**src/rtl/mc_controller.sv**
```systemverilog
// mc_controller: multi-cycle MIPS control FSM with mem_ready handshake, watchdog and illegal-op detection
module mc_controller #(
  parameter int MAX_WAIT = 15,
  parameter int WAIT_W = 4,
  parameter bit SUBWORD_EN = 1'b1
) (
  input  logic        clk,
  input  logic        reset,
  input  logic [31:0] instr,
  input  logic        mem_ready,
  input  logic        alu_flag,
  output logic        ir_write,
  output logic        pc_write,
  output logic        mem_read,
  output logic        mem_write,
  output logic        reg_write,
  output logic [1:0]  reg_dst,
  output logic [1:0]  reg_src,
  output logic        alu_src,
  output logic [4:0]  alu_ctrl,
  output logic [2:0]  ext_ctrl,
  output logic [2:0]  npc_ctrl,
  output logic [2:0]  dm_ctrl,
  output logic [2:0]  state,
  output logic        illegal,
  output logic        timeout_err
);
  typedef enum logic [2:0] {FETCH = 3'd0, DECODE = 3'd1, EXEC = 3'd2, MEM = 3'd3, WB = 3'd4, HALT = 3'd5} state_t;
  state_t cur, nxt;
  logic [WAIT_W-1:0] wait_cnt, wait_nxt;
  logic [5:0] op, fn;
  logic r, r_alu, jr, jalr, ori, lui, addi, lb, lh, sb, sh, load, store, br, j, jal, wb_path, legal;
  logic waiting, expired, unused_bits;
  assign op = instr[31:26];
  assign fn = instr[5:0];
  assign unused_bits = ^instr[25:6];
  assign r = op == 6'h00;
  assign r_alu = r && (fn inside {6'h21, 6'h23, 6'h24, 6'h25, 6'h2a, 6'h00});
  assign jr = r && fn == 6'h08;
  assign jalr = r && fn == 6'h09;
  assign ori = op == 6'h0d;
  assign lui = op == 6'h0f;
  assign addi = op inside {6'h08, 6'h09};
  assign lb = SUBWORD_EN && op == 6'h20;
  assign lh = SUBWORD_EN && op == 6'h21;
  assign sb = SUBWORD_EN && op == 6'h28;
  assign sh = SUBWORD_EN && op == 6'h29;
  assign load = op == 6'h23 || lb || lh;
  assign store = op == 6'h2b || sb || sh;
  assign br = op inside {6'h04, 6'h05};
  assign j = op == 6'h02;
  assign jal = op == 6'h03;
  assign wb_path = r_alu || ori || lui || addi || jal || jalr;
  assign legal = wb_path || load || store || br || j || jr;
  // ALU encoding: 0 add, 1 sub, 2 and, 3 or, 4 slt, 5 sll, 6 pass extended imm (lui)
  assign reg_dst = r ? 2'b01 : jal ? 2'b10 : 2'b00;
  assign reg_src = load ? 2'b01 : (jal || jalr) ? 2'b10 : 2'b00;
  assign alu_src = ori || lui || addi || load || store;
  assign alu_ctrl = (br || (r && fn == 6'h23)) ? 5'd1 : (r && fn == 6'h24) ? 5'd2 :
                    (ori || (r && fn == 6'h25)) ? 5'd3 : (r && fn == 6'h2a) ? 5'd4 :
                    (r && fn == 6'h00) ? 5'd5 : lui ? 5'd6 : 5'd0;
  assign ext_ctrl = lui ? 3'b010 : br ? 3'b011 : (addi || load || store) ? 3'b001 : 3'b000;
  assign npc_ctrl = br ? {2'b00, alu_flag} : (j || jal) ? 3'b010 : (jr || jalr) ? 3'b011 : 3'b000;
  assign dm_ctrl = cur == FETCH ? 3'b000 : (lh || sh) ? 3'b001 : (lb || sb) ? 3'b010 : 3'b000;
  assign state = cur;
  assign timeout_err = cur == HALT;
  always_ff @(posedge clk) begin
    if (reset) begin
      cur <= FETCH;
      wait_cnt <= '0;
    end else begin
      cur <= nxt;
      wait_cnt <= wait_nxt;
    end
  end
  always_comb begin
    nxt = cur;
    waiting = (cur == FETCH || cur == MEM) && !mem_ready;
    expired = waiting && wait_cnt == WAIT_W'(MAX_WAIT - 1);
    wait_nxt = waiting ? wait_cnt + 1'b1 : '0;
    case (cur)
      FETCH:   nxt = mem_ready ? DECODE : expired ? HALT : FETCH;
      DECODE:  nxt = legal ? EXEC : FETCH;
      EXEC:    nxt = wb_path ? WB : (load || store) ? MEM : FETCH;
      MEM:     nxt = mem_ready ? (load ? WB : FETCH) : expired ? HALT : MEM;
      WB:      nxt = FETCH;
      HALT:    nxt = HALT;
      default: nxt = FETCH;
    endcase
    ir_write = !reset && cur == FETCH && mem_ready;
    mem_read = !reset && (cur == FETCH || (cur == MEM && load));
    mem_write = !reset && cur == MEM && store;
    reg_write = !reset && cur == WB;
    illegal = !reset && cur == DECODE && !legal;
    pc_write = !reset && ((cur == DECODE && !legal) || (cur == EXEC && (br || j || jr)) ||
               (cur == MEM && store && mem_ready) || cur == WB);
  end
endmodule
```
**config.mk**
```make
export PLATFORM = sky130hd
export DESIGN_NAME = mc_controller
export DESIGN_NICKNAME = d
export VERILOG_FILES = /design/src/rtl/mc_controller.sv
export SDC_FILE = /design/constraint.sdc
export NUM_CORES = 1
export LEC_CHECK = 0
export CAP_MARGIN = 20
export CELL_PAD_IN_SITES_DETAIL_PLACEMENT = 0
export CELL_PAD_IN_SITES_GLOBAL_PLACEMENT = 1
export CORE_MARGIN = 5
export CORE_UTILIZATION = 25
export DETAILED_ROUTE_END_ITERATION = 6
export PLACE_DENSITY = 0.93
export SLEW_MARGIN = 20
export SYNTH_ARGS = -nofsm -noshare
export SYNTH_HDL_FRONTEND = slang
export SYNTH_SLANG_ARGS = --single-unit
```
**constraint.sdc**
```tcl
create_clock -name clk -period 2.8 [get_ports clk]
set_input_delay 0.56 -clock clk [delete_from_list [all_inputs] [get_ports clk]]
set_output_delay 0.56 -clock clk [all_outputs]
set_load 0.02 [all_outputs]
```
# Yosys cells after proc, flatten, opt, wreduce, memory -nomap -nowiden
# Cells that the tools add are included.
dict set report word_totals {
  register_bits 7
  latchBits 0
  ramBits 0
  romBits 0
  input_bits 36
  out_inout_bits 29
  elab_cells 128
  memories 0
}
dict set report op_classes {
  addsub 1
  mul 0
  div_mod_pow 0
  n_lt_le_gt_ge 0
  n_eq_ne 27
  n_shift 0
  n_mux 28
  bitwise 1
  n_reduce_logical 69
}
# cell n
set ops {}
lappend ops {{equality test 6 bit, second input constant} 11}
lappend ops {{equality test 6 x 4 -> 1 bit, second input constant} 6}
lappend ops {{two-way mux 3 bit} 12}
lappend ops {{logical OR 1 bit} 35}
lappend ops {{two-way mux 2 bit} 14}
lappend ops {{logical AND 1 bit} 24}
lappend ops {{case mux 3 bit (5 select lines)} 1}
lappend ops {{equality test 6 x 2 -> 1 bit, second input constant} 2}
lappend ops {{equality test 6 x 3 -> 1 bit, second input constant} 2}
lappend ops {{logical NOT 6 bit} 2}
lappend ops {{equality test 3 x 2 -> 1 bit, second input constant} 2}
lappend ops {{equality test 3 bit, second input constant} 2}
lappend ops {{nonzero test 6 bit} 1}
lappend ops {{adder 4 x 1 -> 4 bit, second input constant} 1}
lappend ops {{equality test 4 bit, second input constant} 1}
lappend ops {{nonzero test 2 bit} 2}
lappend ops {{equality test 3 x 1 -> 1 bit, second input constant} 1}
lappend ops {{logical NOT 1 bit} 3}
lappend ops {{logical NOT 3 bit} 1}
lappend ops {{OR reduction 2 bit} 1}
lappend ops {{two-way mux 1 bit} 1}
lappend ops {{NOT 1 bit} 1}

# Longest topological paths before layout
# Gate-level depths: netlist of the first run.
dict set report depth {
  ltp_word 19
  depth_mapped 7
  depth_no_buf 7
}

# Worst setup path after synthesis of the first run
# No wires, ideal clock.
dict set report synth_path {
  path_kind {in2out}
  from {in instr[0]}
  to {out pc_write}
  arrival_time_ps 2126
  required_ps 2240
  path_slack_ps 114
  path_stages 6
  path_buffers 1
  path_cell_list {buf_2 > and3b_1 > o21ai_1 > a211oi_1 > a211oi_1 > o21bai_1}
}
dict set report synth_via {
  elab_chain_cells 19
  word_cells_on_any_way 30
  classes_between {7 x eq/ne; 23 x reduce/logical}
}
# element line
set synth_lines {}
lappend synth_lines {{start, declared} 9} ;# input logic [31:0] instr,
lappend synth_lines {{equality test 6 bit or logical NOT 6 bit (tied branches)} 38} ;# assign r_alu = r && (fn inside {6'h21, 6'h23, 6'h24, 6'h25, 6'h2a, 6'h00});
lappend synth_lines {{nonzero test 6 bit} 38}
lappend synth_lines {{logical AND 1 bit} 38}
lappend synth_lines {{logical OR 1 bit (5 in series)} 53} ;# assign wb_path = r_alu || ori || lui || addi || jal || jalr;
lappend synth_lines {{logical OR 1 bit (5 in series)} 54} ;# assign legal = wb_path || load || store || br || j || jr;
lappend synth_lines {{logical NOT 1 bit} 95} ;# pc_write = !reset && ((cur == DECODE && !legal) || (cur == EXEC && (br || j || jr)) ||
lappend synth_lines {{logical AND 1 bit} 95}
lappend synth_lines {{logical OR 1 bit (*) (2 in series)} 95}
lappend synth_lines {{logical OR 1 bit (*)} 96} ;# (cur == MEM && store && mem_ready) || cur == WB);
lappend synth_lines {{logical AND 1 bit (*)} 95}
lappend synth_lines {{end, declared} 13} ;# output logic pc_write,
# Every way passes the cells marked *; elsewhere a longest branch is shown, timed or not.

# Worst setup path in the final report of the first run
dict set report layout_path {
  from {in instr[4]}
  to {out pc_write}
}
# Same word-level chain as after synthesis.

==> flow_metrics.py, run 1 <==
metrics = {
    "synth": {
        "yosys.area_share.simple": 0.414,
        "synth_area_leaders": "dfxtp_1, nor2_1, a21oi_1",
        "synthCells": 157,
        "synthAdderAreaFrac": 0.0233,
        "synth_compound_area_frac": 0.261,
        "syn_area_per_cell_um2": 6.85,
        "synth_edf_count": 0,
        "synth_commonest_cells": "nor2_1, a21oi_1, nor3_1",
        "synthArstFlopShare": 0,
        "yosysMostFrequentCell": "nor2_1",
        "syn-cell-area_um2": 1070,
        "yosysSeqAreaShare": 0.130,
        "synth_top_family_by_area": "simple AND/OR/NAND/NOR gates",
        "synthDistinctLibCells": 52,
        "synth_xor_area_frac": 0.0326,
        "yosys.area.top_type": "dfxtp_1",
        "synth-main-ff-cell": "dfxtp_1",
        "synth_top_area_share": 0.130,
        "ys_ff_latch": 7,
        "synth_mux_area_frac": 0,
        "ys_warn_count": 0,
    },
    "critical_path": {
        "path_depth": 7,
        "r2r_slack_ns": 1.21,
        "path_max_fanout": 6,
        "path_cells": "dlygate4sd2_1 -> or4_4 -> nor3_4 -> o21ai_2 -> o31a_1 -> o21bai_1 -> buf_4",
        "slowest_delay_ns": 0.59,
        "cp.arrival_ns": 2.25,
        "reg2reg_depth": 7,
        "cp_num_buf_inv": 2,
        "endpoint": "pc_write",
        "startpoint": "instr[4]",
        "cp.required_ns": 2.24,
        "reg2reg_to": "state[2]",
        "end_kind": "output port",
        "r2r-start": "wait_cnt[0]",
        "crit_slowest_cell": "or4_4",
        "start_kind": "input port",
        "critPathKind": "input port to output port",
        "cp_top_family": "simple AND/OR/NAND/NOR gates",
    },
    "global_route": {
        "grt_overflow_total": 0,
        "grt_use_total": 0.131,
        "grt_max_degree": 15,
        "antenna_found_initial": 0,
        "grt_first_pass_wirelength_um": 5940,
        "grt_pass1_vias": 1327,
    },
    "route": {
        "viasPerCell": 5.06,
        "drt_iter0_markers": 46,
        "wire_per_inst_um": 13.5,
        "postRouteAntennaNets": 0,
        "drc": 0,
        "drt_wl_total_um": 3750,
        "firstDrtPassIters": 4,
        "num_vias": 1406,
    },
    "timing": {
        "fin_worst_skew_ns": 0.00120,
        "setup_tns_ns": -0.0122,
        "drv_slew": 0,
        "hold_viol": 0,
        "rsz0062_at_grt": "true",
        "worst_slack_ns": -0.0122,
        "finalCritPeriodShare": 1.00,
        "setup_viol": 1,
        "post-route-min-period_ns": 2.81,
        "holdWs_ns": 0.458,
        "fmax_mhz": 356,
    },
    "clock_network": {
        "cts_tree": "yes",
        "cts.root.buffer_cell": "clkbuf_8",
        "clock_latency_ns": 0.23,
        "cts.sinks": 7,
        "clockBufferDepth": 2,
        "numCtsBuffers": 3,
        "cts_hold_buf": 0,
        "clk_pin_slew_ns": 0.04,
        "h-tree-depth": 1,
    },
    "finish": {
        "nFillCells": 417,
        "syn_to_final_growth_pct": 70.2,
        "drive_gt1_frac": 0.333,
        "stdcell_area_um2": 1830,
        "instances_no_fill": 278,
        "num-nets-final": 267,
        "n_antenna_cell": 0,
        "post-route-util": 0.448,
    },
    "floorplan": {
        "num_io_pins": 65,
        "fp.dieW_um": 75.6,
        "start_util": 0.263,
        "core_um2": 4090,
        "die_height_um": 75.6,
        "num_rows": 23,
        "die-area_um2": 5710,
    },
    "place": {
        "hpwl_um": 2960,
        "place.gp.congestion": 0.857,
        "dp.cells": 272,
        "place_ws_ns": -0.700,
        "io_buffers": 39,
        "placed_area_um2": 1730,
    },
    "min_path": {
        "min_path_type": "flip-flop to flip-flop",
    },
    "outcome": {
        "status": "finished with violations",
        "violations": "setup timing",
    },
    "power_and_ir_drop": {
        "ir_worst_vdd_mv": 0.0943,
        "finalPower_mw": 0.441,
        "p_leak_nw": 0.888,
        "power.density_cell_area_nw_per_um2": 241,
    },
    "job": {
        "cap_violations": 0,
    },
}
[cells in the final DEF (no fill, tap or decap), types with 2 or more instances in the layout]
cell	netlist	routed
nand3_1	7	7
nor2_1	18	17
dfxtp_1	7	7
conb_1	1	5
nand2b_1	3	3
a21o_1	3	3
nor2b_1	5	5
buf_4	7	45
a21oi_1	11	10
ha_1	2	2
or3_1	3	2
clkdlybuf4s50_1	0	11
clkbuf_8	0	3
buf_2	5	3
o21ai_1	5	4
and3_1	4	4
dlymetal6s2s_1	0	5
and3b_1	3	3
nor4_1	3	2
nor4_2	1	2
nor3_1	9	7
o21ai_0	3	3
clkbuf_2	0	3
dlygate4sd2_1	0	13
xnor2_1	3	3
inv_1	8	8
or2_2	2	2
nor3_2	0	2
nand2_1	8	8
a2111oi_0	2	2
[worst register-to-register path, cell delays in order, from the launching register on]
cell and delay, ns:
dfxtp_1 0.33, inv_1 0.06, ha_1 0.13, nand3_1 0.16, o21ai_0 0.19, a21oi_1 0.06, or4b_1 0.49, o21ai_1 0.10
[final cells by class]
class	instances	area (um2)	area share
Clock buffer	4	45.0	0.0246
Inverter	8	30.0	0.0164
Multi-Input combinational cell	128	886	0.484
Sequential cell	7	140	0.0766
Tap cell	50	62.6	0.0342
Timing Repair Buffer	81	666	0.364
[power breakdown]
group          internal (mW)  total [mW]  switching, mW
sequential             0.103       0.105        0.00195
clock                 0.0988       0.146         0.0476
combinational         0.0898       0.190         0.0997
[state kept, by name (all words and copies together) (netlist names)]
name      cells
wait_cnt      4
state         3
[logic make-up (layout without fill, tap and decap cells)]
kind of cell / Yosys count / in the layout
AO/OA/AOI/OAI: 41 / 41
XOR/XNOR: 4 / 4
adder cells (fa/ha/maj): 2 / 2
buffers and inverters: 26 / 93
flip-flops: 7 / 7
other: 1 / 5
AND/OR/NAND/NOR: 76 / 76
[routing by layer]
metal	vias to the layer above	global-route usage	routed length (um)
met5	-	0	0
met2	43	0.218	1840
met3	11	0.0158	204
li1	704	-	-
met1	648	0.170	1630
met4	0	0.0563	72
[how the worst min path moves through the flow]
stage           startpoint     endpoint  slack (ns)  depth (start not counted)
2_1_floorplan  wait_cnt[0]  wait_cnt[0]        0.43                          1
6_report       wait_cnt[0]  wait_cnt[0]        0.46                          1
3_3_place_gp   wait_cnt[0]  wait_cnt[0]        0.44                          1
3_5_place_dp   wait_cnt[0]  wait_cnt[0]        0.45                          1
5_1_grt        wait_cnt[0]  wait_cnt[0]        0.51                          1
4_1_cts        wait_cnt[0]  wait_cnt[0]        0.46                          1
[what timing repair did]
item / 4_1_cts / 5_1_grt
resized for setup: 53 / 18
setup endpoints to repair: 18 / 9
setup buffers: 1 / 1
pin swaps: 5 / 4
(Power assumes the default switching activity.)
==> run 2, diff against run 1 <==
--- a/config.mk
+++ b/config.mk
@@ -11,8 +11,8 @@
 export CORE_MARGIN = 5
 export CORE_UTILIZATION = 25
 export DETAILED_ROUTE_END_ITERATION = 6
-export PLACE_DENSITY = 0.93
-export SLEW_MARGIN = 20
+export PLACE_DENSITY_LB_ADDON = 0.1
+export SKIP_CTS_REPAIR_TIMING = 1
 export SYNTH_ARGS = -nofsm -noshare
 export SYNTH_HDL_FRONTEND = slang
 export SYNTH_SLANG_ARGS = --single-unit
==> run 2 against run 1 <==
Net effect:
- the flow now finishes without violations
- final cell count rose by 1.8%
- via count fell by 0.71%
- critical endpoint is now alu_ctrl[2]
- critical path type unchanged
- first-iteration DRC count rose by 28%
- critical path depth fell by 1
- count of clock-buffer cells in the layout did not move
- register-to-register slack got worse by 0.03 ns
==> flow_metrics.py, run 2 (synthesis results as in run 1) <==
metrics = {
    "outcome": {
        "status": "complete, no violations",
    },
    "route": {
        "drt_wl_total_um": 3990,
        "firstDrtPassIters": 4,
        "drt_iter0_markers": 59,
        "met1Wirelength_um": 1760,
        "met2_length_um": 1980,
        "viasPerCell": 4.93,
        "wire_per_inst_um": 14.1,
        "top_layer": "met4",
        "num_vias": 1396,
        "postRouteAntennaNets": 0,
        "drc": 0,
        "wl_met3_um": 233,
    },
    "finish": {
        "syn_to_final_growth_pct": 80.0,
        "num-nets-final": 272,
        "largest_register": "wait_cnt",
        "largest_register_ffs": 4,
        "layout_commonest_cell": "buf_4",
        "drive_gt1_frac": 0.300,
        "n_antenna_cell": 0,
        "post-route-util": 0.473,
        "final_cell_mix": "buf_4, dlymetal6s2s_1, nor2_1",
    },
    "timing": {
        "finalCritPeriodShare": 0.965,
        "worst_pin_slew_ns": 0.526,
        "relSlewSlack": 0.646,
        "fin_worst_skew_ns": 0.00177,
        "fmax_mhz": 370,
        "rsz0062_at_grt": "false",
        "worst_slack_ns": 0.0973,
        "post-route-min-period_ns": 2.70,
        "drv_slew": 0,
        "setup_viol": 0,
        "hold_viol": 0,
    },
    "min_path": {
        "min_from": "wait_cnt[0]",
        "holdPathStages": 1,
        "min_path_type": "flip-flop to flip-flop",
    },
    "floorplan": {
        "die-area_um2": 5710,
        "num_io_pins": 65,
        "num_rows": 23,
        "fp.dieW_um": 75.6,
        "start_util": 0.263,
        "die_height_um": 75.6,
        "core_um2": 4090,
    },
    "global_route": {
        "antenna_found_initial": 0,
        "grt_first_pass_wirelength_um": 6170,
        "grt_use_total": 0.134,
        "grt_overflow_total": 0,
        "grt_pass1_vias": 1355,
        "grt_max_degree": 12,
    },
    "critical_path": {
        "end_kind": "output port",
        "r2r-start": "wait_cnt[0]",
        "reg2reg_depth": 7,
        "path_max_fanout": 5,
        "critPathKind": "input port to output port",
        "cp.arrival_ns": 2.14,
        "startpoint": "instr[4]",
        "cp.required_ns": 2.24,
        "start_kind": "input port",
    },
    "power_and_ir_drop": {
        "finalPower_mw": 0.446,
        "power.density_cell_area_nw_per_um2": 231,
        "ir_worst_vdd_mv": 0.124,
        "p_leak_nw": 1.04,
    },
    "place": {
        "place_ws_ns": -0.688,
        "hpwl_um": 3240,
        "io_buffers": 39,
        "place.gp.congestion": 0.800,
    },
    "clock_network": {
        "clock_latency_ns": 0.23,
        "clk_pin_slew_ns": 0.04,
        "cts_tree": "yes",
        "clockBufferDepth": 2,
        "numCtsBuffers": 3,
        "h-tree-depth": 1,
        "cts.sinks": 7,
        "cts.root.buffer_cell": "clkbuf_8",
    },
    "job": {
        "cap_violations": 0,
    },
}
-- run 2: cell count changes in the layout (fill, tap and decap cells not counted), moves of 2 or more --
| cell | before | now |
|---|---|---|
| dlymetal6s2s_1 | 5 | 19 |
| dlygate4sd2_1 | 13 | 0 |
| clkdlybuf4s50_1 | 11 | 16 |
| buf_6 | 0 | 3 |
| buf_2 | 3 | 1 |
| clkbuf_2 | 3 | 1 |
-- run 2: per-layer routing --
layer,GRT usage,vias to the layer above
met4,0.0291,0
li1,-,712
met2,0.236,42
met5,0,-
met3,0.0106,2
met1,0.179,640
-- run 2: layout make-up --
class / instances / area [um2]
sequential: 7 / 140
tap: 50 / 62.6
clock buffer: 4 / 45.0
fill: 415 / 2150
inverter: 8 / 30.0
timing repair buffer: 86 / 787
multi-input combinational: 128 / 870
-- run 2: final timing paths --
check,to,slack (ns)
setup reg to reg,state[2],1.18
setup / recovery,alu_ctrl[2],0.1
hold reg to reg,wait_cnt[0],0.46
hold / removal,wait_cnt[0],0.46
-- run 2: where the power goes --
part           switching, mW  internal [mW]  leakage (nW)
logic                  0.100         0.0978         0.957
clock network         0.0443         0.0986        0.0228
registers            0.00199          0.103        0.0569
total                  0.147          0.299          1.04
-- run 2: critical path: stages --
cell and delay (ns):
dlymetal6s2s_1 0.12, or4_4 0.59, or2_4 0.31, a2111oi_4 0.32
a21o_1 0.13, buf_6 0.11
-- run 2: per-stage QoR --
step                      instances  setup TNS [ns]  cell area, um2  hold slack, ns
after floorplan                 161               0            1090           0.430
after global placement          278           -5.53            1770           0.440
after detailed placement        278           -5.81            1770           0.453
after CTS                       282           -5.92            1820           0.462
after global routing            283               0            1930           0.494
final                           283               0            1930           0.462
